`config.mk`:
```
export PLATFORM = sky130hd
export DESIGN_NAME = bus_arbiter_nm
export DESIGN_NICKNAME = d
export VERILOG_FILES = /design/src/rtl/bus_arb_pkg.sv /design/src/rtl/arb_rr_pick.sv /design/src/rtl/bus_arbiter_nm.sv
export SDC_FILE = /design/constraint.sdc
export NUM_CORES = 1
export LEC_CHECK = 0
export BUFFER_PORTS_ARGS = -buffer_cell sky130_fd_sc_hd__buf_2
export CAP_MARGIN = 15
export CORE_MARGIN = 2
export CORE_UTILIZATION = 54
export DETAILED_ROUTE_END_ITERATION = 16
export PLACE_DENSITY_LB_ADDON = 0.08
export SYNTH_ARGS = -nofsm -noshare
export SYNTH_HDL_FRONTEND = slang
export SYNTH_HIERARCHICAL = 1
export SYNTH_SLANG_ARGS = --single-unit
```
`constraint.sdc`:
```
create_clock -name clk -period 2.2 [get_ports clk]
set_input_delay 0.44 -clock clk [delete_from_list [all_inputs] [get_ports clk]]
set_output_delay 0.44 -clock clk [all_outputs]
set_load 0.03 [all_outputs]
```
`src/rtl/bus_arb_pkg.sv`:
```
// Shared types and helpers for the N-master split-capable bus arbiter.
// Upper bound on master count, state encoding and index/one-hot conversions.
package bus_arb_pkg;

   localparam int MAX_MASTERS = 8;
   localparam int MAX_IDX_W   = 3;

   typedef enum logic {
      IDLE  = 1'b0,
      GRANT = 1'b1
   } arb_state_e;

   function automatic logic [MAX_MASTERS-1:0] onehot(input logic [MAX_IDX_W-1:0] idx);
      logic [MAX_MASTERS-1:0] v;
      v      = '0;
      v[idx] = 1'b1;
      return v;
   endfunction

   function automatic logic [MAX_IDX_W-1:0] encode(input logic [MAX_MASTERS-1:0] vec);
      logic [MAX_IDX_W-1:0] idx;
      idx = '0;
      for (int i = MAX_MASTERS - 1; i >= 0; i--) begin
         if (vec[i]) idx = MAX_IDX_W'(i);
      end
      return idx;
   endfunction

   // (a + b) mod n for a, b already below n
   function automatic int wrap_add(input int a, input int b, input int n);
      int s;
      s = a + b;
      return (s >= n) ? s - n : s;
   endfunction

endpackage

```
`src/rtl/arb_rr_pick.sv`:
```
// Combinational priority picker: first request at/after i_ptr (round-robin) or the
// lowest requesting index (fixed priority, pointer ignored).
module arb_rr_pick
   import bus_arb_pkg::*;
#(
   parameter  int N       = 4,
   parameter  int RR_MODE = 1,
   localparam int MW      = $clog2(N)
)(
   input  logic [N-1:0]  i_req,
   input  logic [MW-1:0] i_ptr,
   output logic [MW-1:0] o_idx,
   output logic          o_valid
);

   logic [MW-1:0]  w_ptr;
   logic [2*N-1:0] w_req2;
   logic [N-1:0]   w_rot;

   assign w_ptr  = (RR_MODE != 0) ? i_ptr : '0;
   assign w_req2 = {i_req, i_req};
   // Rotate so that the pointer position lands at bit 0; doubling handles the wrap.
   assign w_rot  = N'(w_req2 >> w_ptr);

   always_comb begin
      o_valid = 1'b0;
      o_idx   = '0;
      for (int k = N - 1; k >= 0; k--) begin
         if (w_rot[k]) begin
            o_valid = 1'b1;
            o_idx   = MW'(wrap_add(int'(w_ptr), k, N));
         end
      end
   end

endmodule

```
`src/rtl/bus_arbiter_nm.sv`:
```
// N-master bus arbiter: one grant at a time, one outstanding split owned by the
// split-capable slave, fixed or round-robin priority and a bounded hold timeout.
module bus_arbiter_nm
   import bus_arb_pkg::*;
#(
   parameter  int N_MASTERS = 4,
   parameter  int RR_MODE   = 1,
   parameter  int MAX_HOLD  = 16,
   localparam int MW        = $clog2(N_MASTERS)
)(
   input  logic                 clk,
   input  logic                 rstn,
   input  logic [N_MASTERS-1:0] breq,
   input  logic                 sready_nsp,
   input  logic                 sreadysp,
   input  logic                 ssplit,
   output logic [N_MASTERS-1:0] bgrant,
   output logic [MW-1:0]        msel,
   output logic [N_MASTERS-1:0] msplit,
   output logic                 split_grant
);

   localparam int            HW        = (MAX_HOLD > 1) ? $clog2(MAX_HOLD + 1) : 1;
   localparam logic [HW-1:0] HOLD_LAST = (MAX_HOLD > 0) ? HW'(MAX_HOLD - 1) : '0;

   arb_state_e             r_state,       w_state_next;
   logic [MW-1:0]          r_owner,       w_owner_next;
   logic                   r_split_vld,   w_split_vld_next;
   logic [MW-1:0]          r_split_own,   w_split_own_next;
   logic [MW-1:0]          r_rr_ptr,      w_rr_ptr_next;
   logic [HW-1:0]          r_hold_cnt,    w_hold_next;
   logic [N_MASTERS-1:0]   r_msplit,      w_msplit_next;
   logic                   r_split_grant, w_split_grant_next;

   logic [N_MASTERS-1:0]   w_owner_oh;
   logic [N_MASTERS-1:0]   w_split_oh;
   logic [N_MASTERS-1:0]   w_cand;
   logic [MW-1:0]          w_win_idx;
   logic                   w_win_vld;

   assign w_owner_oh = N_MASTERS'(onehot(MAX_IDX_W'(r_owner)));
   assign w_split_oh = N_MASTERS'(onehot(MAX_IDX_W'(r_split_own)));

   // While a split is pending only non-split slaves are usable, so its owner sits out.
   always_comb begin
      w_cand = '0;
      if (r_state == IDLE) begin
         if (!ssplit) begin
            if (sready_nsp && sreadysp) w_cand = breq;
         end else if (r_split_vld && sready_nsp) begin
            w_cand = breq & ~w_split_oh;
         end
      end
   end

   arb_rr_pick #(
      .N       (N_MASTERS),
      .RR_MODE (RR_MODE)
   ) u_pick (
      .i_req   (w_cand),
      .i_ptr   (r_rr_ptr),
      .o_idx   (w_win_idx),
      .o_valid (w_win_vld)
   );

   always_ff @(posedge clk or negedge rstn) begin
      if (!rstn) begin
         r_state       <= IDLE;
         r_owner       <= '0;
         r_split_vld   <= 1'b0;
         r_split_own   <= '0;
         r_rr_ptr      <= '0;
         r_hold_cnt    <= '0;
         r_msplit      <= '0;
         r_split_grant <= 1'b0;
      end else begin
         r_state       <= w_state_next;
         r_owner       <= w_owner_next;
         r_split_vld   <= w_split_vld_next;
         r_split_own   <= w_split_own_next;
         r_rr_ptr      <= w_rr_ptr_next;
         r_hold_cnt    <= w_hold_next;
         r_msplit      <= w_msplit_next;
         r_split_grant <= w_split_grant_next;
      end
   end

   always_comb begin
      w_state_next       = r_state;
      w_owner_next       = r_owner;
      w_split_vld_next   = r_split_vld;
      w_split_own_next   = r_split_own;
      w_rr_ptr_next      = r_rr_ptr;
      w_hold_next        = r_hold_cnt;
      w_msplit_next      = r_msplit;
      w_split_grant_next = 1'b0;
      unique case (r_state)
         IDLE: begin
            // A released split resumes ahead of every request and leaves the pointer alone.
            if (!ssplit && r_split_vld) begin
               w_state_next = GRANT;
               w_owner_next = r_split_own;
               w_hold_next  = '0;
            end else if (w_win_vld) begin
               w_state_next  = GRANT;
               w_owner_next  = w_win_idx;
               w_hold_next   = '0;
               w_rr_ptr_next = MW'(wrap_add(int'(w_win_idx), 1, N_MASTERS));
            end
         end
         GRANT: begin
            if (r_hold_cnt != HOLD_LAST) w_hold_next = r_hold_cnt + HW'(1);
            if (!breq[r_owner]) w_state_next = IDLE;
            if (!r_split_vld && ssplit) begin
               w_state_next            = IDLE;
               w_split_vld_next        = 1'b1;
               w_split_own_next        = r_owner;
               w_msplit_next[r_owner]  = 1'b1;
            end
            if ((MAX_HOLD != 0) && (r_hold_cnt == HOLD_LAST) && ((breq & ~w_owner_oh) != '0))
               w_state_next = IDLE;
            if (r_split_vld && (r_split_own == r_owner) && !ssplit) begin
               w_split_vld_next        = 1'b0;
               w_msplit_next[r_owner]  = 1'b0;
               w_split_grant_next      = 1'b1;
            end
         end
         default: w_state_next = IDLE;
      endcase
   end

   always_comb begin
      bgrant = '0;
      msel   = '0;
      if (r_state == GRANT) begin
         bgrant = w_owner_oh;
         msel   = r_owner;
      end
   end

   assign msplit      = r_msplit;
   assign split_grant = r_split_grant;

endmodule

```
==> flow_summary.json, run 1 <==
{
  "io_pins": 20,
  "finalHoldViolations": 0,
  "layout_commonest_cell": "buf_2",
  "synth_nets": 137,
  "setup_ws_ns": 0.1888,
  "grt_max_degree": 19,
  "synth_area_um2": 1164,
  "clk_pin_slew_ns": 0.11,
  "cts.hold.buffers_added": 0,
  "maxSlewViolCount": 0,
  "wl_per_cell_um": 14.34,
  "cts_buffer_depth": 2,
  "peakVddDrop_mv": 0.8751,
  "required_ns": 2.40,
  "antenna_cells": 0,
  "synthFlopType": "dfrtp_1",
  "tightest_slew_ns": 0.4679,
  "start_kind": "register",
  "yosysTopAreaCell": "dfrtp_1",
  "die_w_um": 50.42,
  "grt_overflow": 0,
  "initial_core_util_pct": 58.12,
  "synthCells": 126,
  "r2r-start": "r_split_own[1]$_DFFE_PN0P_",
  "tns_ns": 0,
  "cts_buffers": 3,
  "finalCritPeriodShare_pct": 91.42,
  "startpoint": "r_split_own[1]$_DFFE_PN0P_",
  "ant_nets": 0,
  "antenna_found_initial": 0,
  "yosysTopAreaCellShare_pct": 38.71,
  "clockRootBuffer": "clkbuf_4",
  "clock_sinks": 18,
  "worst_path_max_delay_cell": "dfrtp_1",
  "r2r_cells": 8,
  "final_cell_mix": "buf_2, dfrtp_1, o21ai_0, nand2_1",
  "ys_warn_count": 6,
  "p_total_mw": 1.729,
  "cp.arrival_ns": 2.21,
  "cp-end-kind": "register",
  "power.density_nw_per_um2": 1304,
  "min_path_type": "in -> async",
  "yosysUniqueCellTypes": 37,
  "num_rows": 16,
  "finalInstanceArea_um2": 1326,
  "grtUsageTotal_pct": 22.91,
  "max-cap-violations": 0,
  "criticalPathCategory": "reg -> reg",
  "whs_ns": 0.04616,
  "synth-seq-cells": 18,
  "first_global_vias": 953,
  "grt_pass1_wl_mm": 4.319,
  "portBuffers": 19,
  "drt_wl_total_mm": 2.509,
  "die-height_um": 50.42,
  "setup_violations": 0,
  "status": "finished clean",
  "cp_slowest_stage_delay_ns": 0.47,
  "dieArea_um2": 2542,
  "core_area_um2": 2002,
  "postSynth.asyncResetShare_pct": 100.0,
  "synth_area_leaders": "dfrtp_1, o21ai_0, a21oi_1, and3_1, nand2_1",
  "synth_edf_count": 0,
  "dr.first_iter.drc_count": 23,
  "routed_via_density": 5.811,
  "gp_congestion": 0.8365,
  "maxSlewHeadroom_pct": 68.81,
  "clock_skew_ns": 0.007227,
  "rsz0062_at_grt": "false",
  "dpl.hpwl_mm": 1.867,
  "clock_latency_ns": 0.30,
  "drive_gt1_share_pct": 26.35,
  "area_delta_synth_final_pct": 13.98,
  "drt_pre_antenna_iters": 5,
  "fin_crit_ns": 2.011,
  "pre_cts_ws_ns": 0.07706,
  "fmax_mhz": 497.2,
  "n_fill_cell": 191,
  "placed_cell_area_um2": 1286,
  "cts_tree": "yes",
  "path_cells": "and2_1 -> o21ai_0 -> and3_1 -> nor2_1 -> nand3_1 -> nor2b_2 -> nor2b_4 -> mux2_4",
  "cp_max_fo": 7,
  "crit-reg2reg-capture": "r_rr_ptr[1]$_DFFE_PN0P_",
  "p_leak_nw": 0.6555,
  "fin_nets": 160,
  "h-tree-depth": 1,
  "vias": 1017,
  "ys_seq_area_share_pct": 38.71,
  "syn_area_per_cell_um2": 9.235,
  "drc": 0,
  "r2r_slack_ns": 0.19
}
## layout make-up
| cell class | instances | area (um^2) | share of cell area [%] |
|---|---|---|---|
| repair buffers | 23 | 125.1 | 9.434 |
| flip-flops and latches | 18 | 450.4 | 33.96 |
| well taps | 27 | 33.78 | 2.547 |
| inverters | 9 | 33.78 | 2.547 |
| clock buffers | 4 | 36.28 | 2.736 |
| multi-input cells | 94 | 646.9 | 48.77 |
## routing by layer
metal / wire, um / up-vias / GRT usage [%]
met2: 1307 / 18 / 37.72
li1: - / 490 / -
met5: 0 / - / 0
met1: 1055 / 505 / 29.01
met4: 40 / 0 / 9.009
met3: 105 / 4 / 5.357
## power by group
group / switching, mW / internal, mW
logic: 0.523 / 0.381
registers: 0.153 / 0.462
clock network: 0.108 / 0.101
total: 0.784 / 0.945
## cell usage after synthesis, drive strengths merged (4+ instances only)
library cell,n
nand2,10
inv,9
and2,5
and3,8
buf,4
nor2b,9
o21ai,13
nor2,8
nand3,4
dfrtp,18
a21oi,10
## kinds of logic after synthesis
kind of cell               Yosys count  share of synthesized area [%]
buffers and inverters               14                          6.020
xor gates and xnor gates             4                          3.011
muxes                                6                          6.881
adders and majority gates            2                          2.150
AOI/OAI and AO/OA                   36                          21.18
DFF                                 18                          38.71
and+or+nand+nor                     46                          22.05
## critical path: cells and delay by family, from the launching register on
kind	cells	cell delay (ns)
AND/OR/NAND/NOR	6	0.96
multiplexers	1	0.31
flip-flops	1	0.47
AO/OA/AOI/OAI	1	0.17
## metrics by stage
step,std cells,util [%]
6_report,175,66.25
5_1_grt,175,66.25
3_5_place_dp,171,64.25
4_1_cts,175,66.06
3_3_place_gp,171,64.25
2_1_floorplan,126,-
## worst max-delay path by stage
stage | to | slack [ns] | cells past startpoint
CTS | r_rr_ptr[1]$_DFFE_PN0P_ | 0.20 | 8
floorplan | r_rr_ptr[1]$_DFFE_PN0P_ | 0.16 | 8
global placement | r_rr_ptr[1]$_DFFE_PN0P_ | 0.18 | 9
global route | r_owner[0]$_DFFE_PN0P_ | 0.05 | 9
finish | r_rr_ptr[1]$_DFFE_PN0P_ | 0.19 | 8
detailed placement | r_rr_ptr[1]$_DFFE_PN0P_ | 0.08 | 9
## what timing repair did
action,CTS,global route
setup endpoints to repair,0,2
setup buffers,0,0
resized for setup,0,1
Power figures use the tool's default switching activity.
==> run 2: changes to the inputs <==
Settings changed: ABC_AREA set to 1, CORE_UTILIZATION 54 to 55.
==> flow_summary.json, run 2 <==
{
  "status": "finished clean",
  "synthFlopType": "dfrtp_1",
  "drc": 0,
  "synthMuxAreaShare_pct": 0,
  "synthCells": 211,
  "worst_path_max_delay_cell": "dfrtp_1",
  "synth_nets": 222,
  "clock_skew_ns": 0.01425,
  "h-tree-depth": 1,
  "power.density_nw_per_um2": 1453,
  "area_delta_synth_final_pct": 12.89,
  "ys_warn_count": 6,
  "tightest_slew_ns": 0.4242,
  "finalCritPeriodShare_pct": 90.37,
  "synthAdderAreaFrac_pct": 1.803,
  "grtUsageTotal_pct": 24.48,
  "dp_cells": 261,
  "r2r_slack_ns": 0.21,
  "yosysTopAreaCellShare_pct": 32.46,
  "drt_wl_total_mm": 3.269,
  "placed_cell_area_um2": 1526,
  "required_ns": 2.37,
  "num_rows": 18,
  "min_path_type": "in -> async",
  "synth_area_um2": 1388,
  "synth.most_common_cell": "nand2_1",
  "synthTopCellsByCount": "nand2_1, inv_1, nand3_1, nor2_1, dfrtp_1",
  "layout_commonest_cell": "nand2_1",
  "cp_max_fo": 5,
  "r2r_cells": 13,
  "setup_violations": 0,
  "combPwrFrac_pct": 62.3,
  "portBuffers": 19,
  "internal_power_mw": 1.047,
  "whs_ns": 0.04139,
  "clockRootBuffer": "clkbuf_4",
  "start_kind": "register",
  "p_sw_share_pct": 54.01,
  "cts_tree": "yes",
  "yosysUniqueCellTypes": 27,
  "cp_common_cell": "o21ai_0",
  "initial_core_util_pct": 57.05,
  "post-route-util_pct": 64.40,
  "ys_seq_area_share_pct": 32.46,
  "setup_ws_ns": 0.2118,
  "ant_nets": 0,
  "rsz0062_at_grt": "false",
  "maxSlewViolCount": 0,
  "synth_compound_area_share_pct": 12.71,
  "grt_max_degree": 19,
  "synth_xor_area_share_pct": 1.894,
  "drive_gt1_share_pct": 20.85,
  "cts_buffer_depth": 2,
  "drt_pre_antenna_iters": 4,
  "die_w_um": 54.23,
  "cp_slowest_stage_delay_ns": 0.43,
  "ctsResizeCount": 0,
  "tns_ns": 0,
  "die-height_um": 54.23,
  "dpl.hpwl_mm": 2.608,
  "cp-end-kind": "register",
  "crit-reg2reg-capture": "r_owner[1]$_DFFE_PN0P_",
  "fmax_mhz": 503.0,
  "routed_via_density": 5.377,
  "fin_nets": 247,
  "clk_pin_slew_ns": 0.11,
  "antenna_cells": 0,
  "synth_area_leaders": "dfrtp_1, nand2_1, nand3_1, inv_1, nor2_1",
  "dr.first_iter.drc_count": 38,
  "p_leak_nw": 0.8899,
  "stdcell_count": 265,
  "grt_pass1_wl_mm": 5.223,
  "yosysTopAreaCell": "dfrtp_1",
  "seq_power_share_pct": 28.7,
  "finalHoldViolations": 0,
  "synth-seq-cells": 18,
  "p_clk_share_pct": 9.1,
  "power.net_switching_mw": 1.230,
  "final_cell_mix": "nand2_1, inv_1, nand3_1, nor2_1, buf_2",
  "grt_overflow": 0,
  "cts_buffers": 3,
  "io_pins": 20,
  "synthSimpleGateAreaFrac_pct": 40.13,
  "gp_congestion": 0.9121,
  "finalInstanceArea_um2": 1567,
  "dieArea_um2": 2941,
  "clock_latency_ns": 0.30,
  "cts.hold.buffers_added": 0,
  "pre_cts_ws_ns": 0.07098,
  "maxSlewHeadroom_pct": 71.72,
  "synth_edf_count": 0,
  "max-cap-violations": 0,
  "worst-path-buf-inv": 2,
  "vias": 1425,
  "wl_per_cell_um": 12.34,
  "syn_area_per_cell_um2": 6.576,
  "core_area_um2": 2432,
  "criticalPathCategory": "reg -> reg",
  "post_cts_buffers": 0,
  "peakVddDrop_mv": 0.9180,
  "p_total_mw": 2.277,
  "crit_family": "compound AO/OA/AOI/OAI gates",
  "r2r-start": "r_split_own[1]$_DFFE_PN0P_",
  "first_global_vias": 1301,
  "synth_top_family_by_area": "simple AND/OR/NAND/NOR gates",
  "cp.arrival_ns": 2.16,
  "fin_crit_ns": 1.988,
  "antenna_found_initial": 0,
  "clock_sinks": 18,
  "postSynth.asyncResetShare_pct": 100.0,
  "path_cells": "inv_1 -> o21ai_0 -> a21oi_1 -> buf_4 -> nand2_4 -> nand2_2 -> nand2_2 -> nand3_1 -> o21ai_0 -> nand2_1 -> nand2_1 -> o211ai_1 -> o21ai_0"
}
[run 2: cell count changes in the layout (fill, tap and decap cells not counted), moves of 8 or more]
cell	delta
nand2_1	+48
inv_1	+20
nand3_1	+20
nor2_1	+13
nand2_2	+9
and3_1	-8
[run 2: cells by family (layout without fill, tap and decap cells)]
logic type      count (synthesis)  in the layout
xor+xnor                        3              3
compound gates                 32             32
simple gates                  120            120
buf+inv                        36             60
fa+ha+maj                       2              2
flops                          18             18
[run 2: area by class of cell]
cell class	count	area, um^2
clock buffer	4	36.28
sequential	18	450.4
tap	30	37.54
timing repair buffer	23	125.1
inverter	33	128.9
multi-input combinational	157	788.3
fill	212	865.8
[run 2: power by group through the flow]
stage	logic [mW]	clock network (mW)	registers (mW)
final	1.42	0.206	0.653
after global routing	1.61	0.222	0.672
after CTS	1.41	0.211	0.650
after detailed placement	1.41	0	0.656
after global placement	1.36	0	0.649
after floorplan	1.09	0	0.642
[run 2: worst max-delay path by stage]
stage | startpoint | to | slack, ns | cells after the start
after floorplan | r_state$_DFF_PN0_ | r_owner[0]$_DFFE_PN0P_ | 0.37 | 12
after global placement | ssplit | r_owner[1]$_DFFE_PN0P_ | 0.11 | 14
after detailed placement | ssplit | r_owner[1]$_DFFE_PN0P_ | 0.07 | 14
after CTS | r_split_own[0]$_DFFE_PN0P_ | r_owner[1]$_DFFE_PN0P_ | 0.21 | 12
after global routing | r_split_own[0]$_DFFE_PN0P_ | r_owner[0]$_DFFE_PN0P_ | 0.03 | 12
final | r_split_own[1]$_DFFE_PN0P_ | r_owner[1]$_DFFE_PN0P_ | 0.21 | 13
[run 2: metal layers]
layer	GRT usage (%)	vias to the layer above	part of all wire (%)
met5	0	-	0
met4	7.917	0	1.6
met3	3.552	6	6.2
met2	42.77	42	49
met1	30.90	655	43
li1	-	722	-
==> run 3: changes to the inputs <==
Settings changed: CORE_UTILIZATION 55 to 56, SYNTH_HIERARCHICAL 1 to not set.
==> flow_summary.json, run 3 <==
{
  "layout_commonest_cell": "nand2_1",
  "synth_edf_count": 0,
  "h-tree-depth": 1,
  "cts_buffers": 3,
  "dieArea_um2": 2749,
  "io_pins": 20,
  "final_cell_mix": "nand2_1, inv_1, nor2_1, buf_2, dfrtp_1",
  "p_sw_share_pct": 54.17,
  "whs_ns": 0.04545,
  "num_rows": 17,
  "peakVddDrop_mv": 0.9294,
  "pre_cts_ws_ns": 0.3765,
  "grt_overflow": 0,
  "finalHoldViolations": 0,
  "max-cap-violations": 0,
  "power.net_switching_mw": 1.115,
  "grtUsageTotal_pct": 23.45,
  "clk_pin_slew_ns": 0.10,
  "synth.most_common_cell": "nand2_1",
  "area_delta_synth_final_pct": 9.429,
  "crit_family": "simple AND/OR/NAND/NOR gates",
  "drc": 0,
  "yosysTopAreaCell": "dfrtp_1",
  "synth_nets": 201,
  "r2r_slack_ns": 0.34,
  "yosysTopAreaCellShare_pct": 34.29,
  "fin_nets": 220,
  "portBuffers": 19,
  "ant_nets": 0,
  "drt_wl_total_mm": 2.740,
  "vias": 1254,
  "r2r_cells": 14,
  "syn_area_per_cell_um2": 6.915,
  "maxSlewViolCount": 0,
  "crit-reg2reg-capture": "r_rr_ptr[1]$_DFFE_PN0P_",
  "dr.first_iter.drc_count": 43,
  "yosysUniqueCellTypes": 29,
  "n_fill_cell": 208,
  "die_w_um": 52.44,
  "grt_max_degree": 19,
  "status": "finished clean",
  "cp_max_fo": 11,
  "dpl.hpwl_mm": 2.266,
  "postSynth.asyncResetShare_pct": 100.0,
  "cp-end-kind": "register",
  "combPwrFrac_pct": 60.3,
  "ys_seq_area_share_pct": 34.29,
  "p_clk_share_pct": 7.7,
  "wl_per_cell_um": 11.66,
  "antenna_cells": 0,
  "r2r-start": "r_state$_DFF_PN0_",
  "synthTopCellsByCount": "nand2_1, inv_1, nor2_1, dfrtp_1, nand3_1",
  "drive_gt1_share_pct": 25.12,
  "p_leak_nw": 0.7586,
  "clock_latency_ns": 0.30,
  "internal_power_mw": 0.9436,
  "worst-path-buf-inv": 1,
  "criticalPathCategory": "reg -> reg",
  "finalCritPeriodShare_pct": 84.75,
  "clock_sinks": 18,
  "min_path_type": "in -> async",
  "cts_buffer_depth": 2,
  "post_cts_buffers": 0,
  "synth_area_um2": 1314,
  "fin_crit_ns": 1.864,
  "path_cells": "inv_2 -> nand2_1 -> a21oi_2 -> nand3_1 -> nand2_2 -> nand2_1 -> nand2_1 -> nand2_2 -> nand2_2 -> nand2_2 -> nand2_2 -> nor2_2 -> nand2_1 -> nand3_1",
  "power.density_nw_per_um2": 1432,
  "synth_area_leaders": "dfrtp_1, nand2_1, nand3_1, inv_1, nor2_1",
  "cp_common_cell": "nand2_2",
  "first_global_vias": 1088,
  "ctsResizeCount": 0,
  "routed_via_density": 5.336,
  "tightest_slew_ns": 0.3941,
  "worst_path_max_delay_cell": "dfrtp_1",
  "rsz0062_at_grt": "false",
  "synthCells": 190,
  "cts_tree": "yes",
  "tns_ns": 0,
  "core_area_um2": 2212,
  "drt_pre_antenna_iters": 4,
  "stdcell_count": 235,
  "setup_ws_ns": 0.3355,
  "clock_skew_ns": 0.01605,
  "grt_pass1_wl_mm": 4.740,
  "dp_cells": 232,
  "gp_congestion": 0.8828,
  "initial_core_util_pct": 59.39,
  "cp.arrival_ns": 2.04,
  "cts.hold.buffers_added": 0,
  "maxSlewHeadroom_pct": 73.73,
  "required_ns": 2.37,
  "clockRootBuffer": "clkbuf_4",
  "synthFlopType": "dfrtp_1",
  "die-height_um": 52.44,
  "ys_warn_count": 0,
  "seq_power_share_pct": 32.0,
  "fmax_mhz": 536.3,
  "synth-seq-cells": 18,
  "cp_slowest_stage_delay_ns": 0.43,
  "start_kind": "register",
  "startpoint": "r_state$_DFF_PN0_",
  "setup_violations": 0,
  "antenna_found_initial": 0
}
run 3: cell type report:
| class | instances | area (um^2) | share of cell area, % |
|---|---|---|---|
| well taps | 28 | 35.03 | 2.437 |
| repair buffers | 19 | 95.09 | 6.614 |
| flip-flops and latches | 18 | 450.4 | 31.33 |
| inverters | 25 | 93.84 | 6.527 |
| multi-input cells | 142 | 740.7 | 51.52 |
| clock buffers | 3 | 22.52 | 1.567 |
run 3: metrics by stage:
stage | area, um^2 | total power [mW] | utilization [%]
after floorplan | 1314 | 1.663 | -
after global placement | 1415 | 1.879 | 63.97
after detailed placement | 1415 | 1.910 | 63.97
after CTS | 1438 | 2.075 | 64.99
after global routing | 1438 | 2.277 | 64.99
final | 1438 | 2.059 | 64.99
run 3: worst reg2reg max path, stage by stage, from the launching register on:
cell	delay, ns
dfrtp_1	0.43
inv_2	0.21
nand2_1	0.11
a21oi_2	0.17
nand3_1	0.12
nand2_2	0.11
nand2_1	0.07
nand2_1	0.07
nand2_2	0.07
nand2_2	0.06
nand2_2	0.04
nand2_2	0.10
nor2_2	0.04
nand2_1	0.07
nand3_1	0.08
run 3: per-layer routing:
layer	up-vias	share of wire [%]	GRT usage, %
li1	657	-	-
met1	567	48	31.83
met2	28	47	37.50
met3	2	5.0	6.000
met4	0	0.44	5.128
met5	-	0	0
run 3: worst max path at each step:
stage	endpoint	slack, ns	depth (start not counted)
after floorplan	bgrant[0]	0.46	2
final	r_rr_ptr[1]$_DFFE_PN0P_	0.34	14
after CTS	r_rr_ptr[1]$_DFFE_PN0P_	0.35	14
after global placement	r_owner[0]$_DFFE_PN0P_	0.40	11
after detailed placement	r_rr_ptr[1]$_DFFE_PN0P_	0.38	14
after global routing	r_rr_ptr[1]$_DFFE_PN0P_	0.15	14
run 3: power groups by stage:
stage               Sequential, mW  Combinational, mW  Clock (mW)
finish                       0.659               1.24       0.158
global placement             0.658               1.22           0
detailed placement           0.663               1.25           0
CTS                          0.656               1.25       0.166
floorplan                    0.643               1.02           0
global route                 0.688               1.41       0.181
run 3: cell families (layout without fill, tap and decap cells):
group,after synthesis,in the layout,share of synthesized area [%]
flip-flops,18,18,34.29
XOR/XNOR,2,2,1.334
buffers and inverters,30,47,9.334
AO/OA/AOI/OAI,33,33,15.91
AND/OR/NAND/NOR,105,105,37.24
adder cells (fa/ha/maj),2,2,1.904
